==> config.mk <==
export PLATFORM = sky130hd
export DESIGN_NAME = projectile_scheduler
export DESIGN_NICKNAME = d
export VERILOG_FILES = /design/src/rtl/projectile_scheduler.sv
export SDC_FILE = /design/constraint.sdc
export NUM_CORES = 1
export LEC_CHECK = 0
export ABC_AREA = 1
export CORE_MARGIN = 2
export CORE_UTILIZATION = 35
export DETAILED_ROUTE_END_ITERATION = 12
export GPL_TIMING_DRIVEN = 0
export SKIP_CTS_REPAIR_TIMING = 1
export SLEW_MARGIN = 20
export SYNTH_ARGS = -nofsm -noshare
export SYNTH_HDL_FRONTEND = slang
export SYNTH_SLANG_ARGS = --single-unit
==> constraint.sdc <==
create_clock -name clk -period 1.93 [get_ports clk]
set_input_delay 0.193 -clock clk [delete_from_list [all_inputs] [get_ports clk]]
set_output_delay 0.193 -clock clk [all_outputs]
set_load 0.01 [all_outputs]
==> src/rtl/projectile_scheduler.sv <==
// Schedules the shared projectile engine between two players: round-robin grant,
// launch origin latching, flight tracking with timeout, hit reporting and per-player cooldown.
module projectile_scheduler #(
  parameter int unsigned COOLDOWN_TICKS = 40,
  parameter int unsigned TIMEOUT_TICKS  = 120,
  parameter int unsigned RAISE          = 5
) (
  input  logic       clk,
  input  logic       rst_n,
  input  logic       tick_i,
  input  logic [1:0] req_i,
  input  logic [6:0] p1_x_i,
  input  logic [6:0] p1_y_i,
  input  logic [6:0] p2_x_i,
  input  logic [6:0] p2_y_i,
  input  logic [1:0] mirrored_i,
  input  logic       eng_busy_i,
  input  logic       eng_done_i,
  input  logic       eng_hit_i,
  output logic       launch_o,
  output logic [6:0] launch_x_o,
  output logic [6:0] launch_y_o,
  output logic       launch_dir_o,
  output logic       owner_o,
  output logic       abort_o,
  output logic [1:0] hit_pulse_o,
  output logic [1:0] cooling_o
);

  localparam int unsigned CW = 8;
  localparam int unsigned PW = 7;

  typedef enum logic [1:0] {
    IDLE   = 2'd0,
    LAUNCH = 2'd1,
    FLIGHT = 2'd2
  } state_e;

  state_e              state_q;
  logic                rr_q;
  logic [CW-1:0]       tcnt_q;
  logic [1:0][CW-1:0]  cool_q;
  logic [1:0][CW-1:0]  cool_d;

  logic [1:0]    elig;
  logic          grant;
  logic [PW-1:0] shoot_x;
  logic [PW-1:0] shoot_y;
  logic [PW-1:0] launch_y_d;
  logic          timeout;
  logic          leave;

  // Grant selection and launch origin for the player that would win this cycle
  always_comb begin
    elig    = req_i & ~cooling_o;
    grant   = (elig == 2'b11) ? ~rr_q : elig[1];
    shoot_x = grant ? p2_x_i : p1_x_i;
    shoot_y = grant ? p2_y_i : p1_y_i;
    launch_y_d = (shoot_y >= PW'(RAISE)) ? shoot_y - PW'(RAISE) : '0;
  end

  assign timeout = tick_i && (tcnt_q == CW'(TIMEOUT_TICKS - 1));
  assign leave   = (state_q == FLIGHT) && (eng_done_i || timeout);

  // Cooldown: a load on leaving FLIGHT beats a concurrent tick decrement
  always_comb begin
    cool_d = cool_q;
    for (int i = 0; i < 2; i++) begin
      if (leave && (owner_o == 1'(i))) begin
        cool_d[i] = CW'(COOLDOWN_TICKS);
      end else if (tick_i && (cool_q[i] != '0)) begin
        cool_d[i] = cool_q[i] - CW'(1);
      end
    end
  end

  always_ff @(posedge clk or negedge rst_n) begin
    if (!rst_n) begin
      state_q      <= IDLE;
      rr_q         <= 1'b1;
      tcnt_q       <= '0;
      cool_q       <= '0;
      launch_o     <= 1'b0;
      launch_x_o   <= '0;
      launch_y_o   <= '0;
      launch_dir_o <= 1'b0;
      owner_o      <= 1'b0;
      abort_o      <= 1'b0;
      hit_pulse_o  <= '0;
      cooling_o    <= '0;
    end else begin
      launch_o    <= 1'b0;
      abort_o     <= 1'b0;
      hit_pulse_o <= '0;
      cool_q      <= cool_d;
      cooling_o   <= {cool_d[1] != '0, cool_d[0] != '0};
      case (state_q)
        IDLE: begin
          if (!eng_busy_i && (elig != 2'b00)) begin
            state_q      <= LAUNCH;
            launch_o     <= 1'b1;
            owner_o      <= grant;
            launch_x_o   <= shoot_x;
            launch_y_o   <= launch_y_d;
            launch_dir_o <= mirrored_i[grant];
          end
        end
        LAUNCH: begin
          rr_q    <= owner_o;
          tcnt_q  <= '0;
          state_q <= FLIGHT;
        end
        FLIGHT: begin
          // Completion takes priority over a coincident timeout tick
          if (eng_done_i) begin
            state_q <= IDLE;
            if (eng_hit_i) begin
              hit_pulse_o <= owner_o ? 2'b01 : 2'b10;
            end
          end else if (timeout) begin
            abort_o <= 1'b1;
            state_q <= IDLE;
          end else if (tick_i) begin
            tcnt_q <= tcnt_q + CW'(1);
          end
        end
        default: state_q <= IDLE;
      endcase
    end
  end

endmodule

==> reports/metrics.csv, run 1 <==
stage,metric,value,unit
cells_and_area,layout.cells.most_common,nand2_1,
floorplanning,start_util,0.3584,
clock_network,htreeDepth,2,
setup_path,path_class,register to register,
pwr,power,0.004319,W
cells_and_area,synthToLayoutAreaGrowth,33.43,%
timing,clock_skew,7.850,ps
synthesis,synthFlopType,dfrtp_1,
grt,grt_overflow,0,
clock_network,clkTransAtPathRegs,100,ps
place,hpwl,5.032,mm
setup_path,crit_start,rr_q$_DFFE_PN1P_,
detailed_routing,drt_iter0_drc,54,
floorplanning,rows,33,
pwr,switching_share,0.3893,
setup_path,r2r_slack,170,ps
cells_and_area,antenna_cells,0,
floorplanning,ioPinCount,60,
setup_path,cpPeakStageDelay,570,ps
pwr,p_int,0.002638,W
synthesis,netlist_instances,407,
flow_run,maxCapViolCount,0,
pwr,power.share.sequential,0.368,
cells_and_area,layoutNonFillerInstCount,589,
pwr,switchingPower,0.001681,W
floorplanning,fp.dieW,95.50,microns
grt,grt_pass1_vias,2409,
grt,grt_max_degree,50,
clock_network,clk_latency,310,ps
cells_and_area,drive_above_1_share,0.1116,
timing,setup_viol,0,
timing,max_freq,0.5681,GHz
setup_path,worst_path_max_delay_cell,dfstp_2,
detailed_routing,via_per_inst,4.547,
timing,fin_crit,1760,ps
timing,finalCritPeriodShare,0.9120,
floorplanning,die_height,95.50,microns
pwr,p_clk_frac,0.184,
grt,antenna_found_initial,0,
synthesis,syn_area,2930,sq um
setup_path,path_max_fanout,7,
place,io_buffers,59,
synthesis,ys_ff_latch,49,
detailed_routing,drc,0,
grt,grt_pass1_wl,11.15,mm
synthesis,synth_cell_types,28,
hold_path,hold_class,input port to asynchronous set/reset pin,
status,outcome,completed,
cells_and_area,post-route-util,0.4783,
synthesis,synth_edf_count,0,
setup_path,r2r_cells,11,
timing,slew_violations,0,
clock_network,cts_tree,yes,
cells_and_area,layout.nets,528,
pwr,max-vdd-ir-drop,0.4033,mV
setup_path,arrival,2020,ps
setup_path,r2r-start,rr_q$_DFFE_PN1P_,
detailed_routing,finalWirelength,6.887,mm
clock_network,clock_path_buffers,2,
setup_path,required,2190,ps
timing,rsz0062_at_grt,true,
detailed_routing,wire_per_inst,11.69,microns
timing,hold_viol,0,
floorplanning,fp.dieArea,9120,sq um
grt,track_usage,0.1552,
timing,slew_headroom,0.5722,
setup_path,worstSetupStartpointType,register,
clock_network,clockRootBuffer,clkbuf_8,
synthesis,synth_fp_nets,452,
cells_and_area,layout_common_cells,"nand2_1, inv_1, clkdlybuf4s50_1, dfrtp_1, nor2_1",
pwr,powerDensity,1105,nW/um^2
setup_path,cp-end-kind,register,
detailed_routing,antenna_left,0,
synthesis,avgSynthCellArea,7.200,sq um
timing,worstMarginPinSlew,641.7,ps
setup_path,rr_endpoint,launch_y_o[6]$_DFFE_PN0P_,
synthesis,ys_seq_area_frac,0.4189,
place,gp_congestion,0.8340,
synthesis,ys_warn_count,0,
synthesis,synth_async_sr_flop_share,1.000,
pwr,leakage,2.009,nW
setup_path,crit_chain,nand3_4 -> nand3b_1 -> nand2_4 -> inv_1 -> ha_1 -> nand3_1 -> nor2_2 -> nor2_2 -> nor2_4 -> nand2_1 -> nand2_1,
timing,fin_ws,169.8,ps
clock_network,cts_made_buffers,5,
detailed_routing,num_vias,2678,
detailed_routing,drt_pass1_iterations,4,
place,pre_cts_slack,-154.7,ps
clock_network,clkSinkCount,49,
pwr,p_comb_frac,0.448,
place,place_inst,571,
floorplanning,core,8175,sq um
## critical path: cells and delay by family (launching register included)
family                     cells  cell delay (ps)
DFF                            1              570
buffers and inverters          1               60
and+or+nand+nor                9              960
adders and majority gates      1              130
## area by class of cell
type | instances | area (sq um)
clock inverter | 2 | 37.54
fill | 823 | 4265
multi-input combinational | 285 | 1481
timing repair buffer | 70 | 673.1
inverter | 70 | 266.5
buffer | 2 | 10.01
tap | 105 | 131.4
clock buffer | 6 | 82.58
sequential | 49 | 1227
## sequential cells by signal (all words and copies together), names as in the netlist
| register | flops |
|---|---|
| state_q | 2 |
| abort_o | 1 |
| cooling_o | 2 |
| rr_q | 1 |
| launch_y_o | 7 |
| hit_pulse_o | 2 |
| cool_q | 16 |
| launch_x_o | 7 |
| launch_o | 1 |
| launch_dir_o | 1 |
| owner_o | 1 |
| tcnt_q | 8 |
## stage by stage
step | cell area (sq um) | hold slack, ps | TNS (ps)
2_1_floorplan | 2930 | -102.6 | 0
3_3_place_gp | 3652 | 464.0 | -43640
3_5_place_dp | 3650 | 266.6 | -524.9
4_1_cts | 3770 | -83.37 | 0
5_1_grt | 3910 | 441.6 | -9.744
6_report | 3910 | 438.4 | 0
## power groups by stage
stage	logic [W]	registers, W	clock network (W)
floorplan	0.00117	0.00164	0
global placement	0.00186	0.00160	0
detailed placement	0.00189	0.00161	0
CTS	0.00190	0.00159	0.000814
global route	0.00222	0.00163	0.000858
finish	0.00194	0.00159	0.000794
## cells in the mapped netlist (2+ instances only)
| cell | instances | area, sq um |
|---|---|---|
| ha_1 | 7 | 87.58 |
| nor3_1 | 6 | 30.03 |
| xnor2_1 | 2 | 17.52 |
| o21ai_0 | 20 | 100.1 |
| nand3_1 | 20 | 100.1 |
| nand2_2 | 10 | 62.56 |
| nand3_2 | 2 | 20.02 |
| nor2_1 | 36 | 135.1 |
| nand4_1 | 4 | 25.02 |
| nor2_4 | 2 | 22.52 |
| xor2_1 | 10 | 87.58 |
| inv_2 | 2 | 7.510 |
| nand3b_1 | 6 | 45.04 |
| nor2_2 | 4 | 25.02 |
| nand2_1 | 131 | 491.7 |
| buf_2 | 3 | 15.01 |
| inv_1 | 67 | 251.5 |
| a21oi_1 | 16 | 80.08 |
| nand2_4 | 2 | 22.52 |
| o21ai_1 | 2 | 10.01 |
| dfrtp_1 | 48 | 1201 |
## layer usage
layer | wire [microns] | part of all wire | up-vias | GRT usage
met1 | 3229 | 0.47 | 1228 | 0.1989
met4 | 95 | 0.014 | 0 | 0.05357
met2 | 3304 | 0.48 | 44 | 0.2635
li1 | - | - | 1398 | -
met5 | 0 | 0 | - | 0
met3 | 257 | 0.037 | 8 | 0.02767
## worst max path at each step
stage | endpoint | depth (start not counted) | slack, ps
floorplan | launch_y_o[6]$_DFFE_PN0P_ | 12 | 270
global placement | launch_y_o[2]$_DFFE_PN0P_ | 1 | -890
CTS | launch_y_o[6]$_DFFE_PN0P_ | 13 | 40
detailed placement | launch_y_o[6]$_DFFE_PN0P_ | 15 | -150
finish | launch_y_o[6]$_DFFE_PN0P_ | 11 | 170
global route | launch_y_o[6]$_DFFE_PN0P_ | 13 | -10
## cell families after synthesis
logic type / synth area share
AO/OA/AOI/OAI: 0.07003
adder cells (fa/ha/maj): 0.02989
XOR/XNOR: 0.03587
buffers and inverters: 0.09479
AND/OR/NAND/NOR: 0.3506
flip-flops: 0.4189
Power figures use the tool's default switching activity.
==> run 2, diff against run 1 <==
--- a/config.mk
+++ b/config.mk
@@ -6,6 +6,7 @@
 export NUM_CORES = 1
 export LEC_CHECK = 0
 export ABC_AREA = 1
+export ABC_CLOCK_PERIOD_IN_PS = 1930
 export CORE_MARGIN = 2
 export CORE_UTILIZATION = 35
 export DETAILED_ROUTE_END_ITERATION = 12
==> results of run 2 <==
Final layout, timing and power as in run 1 (identical DEF).
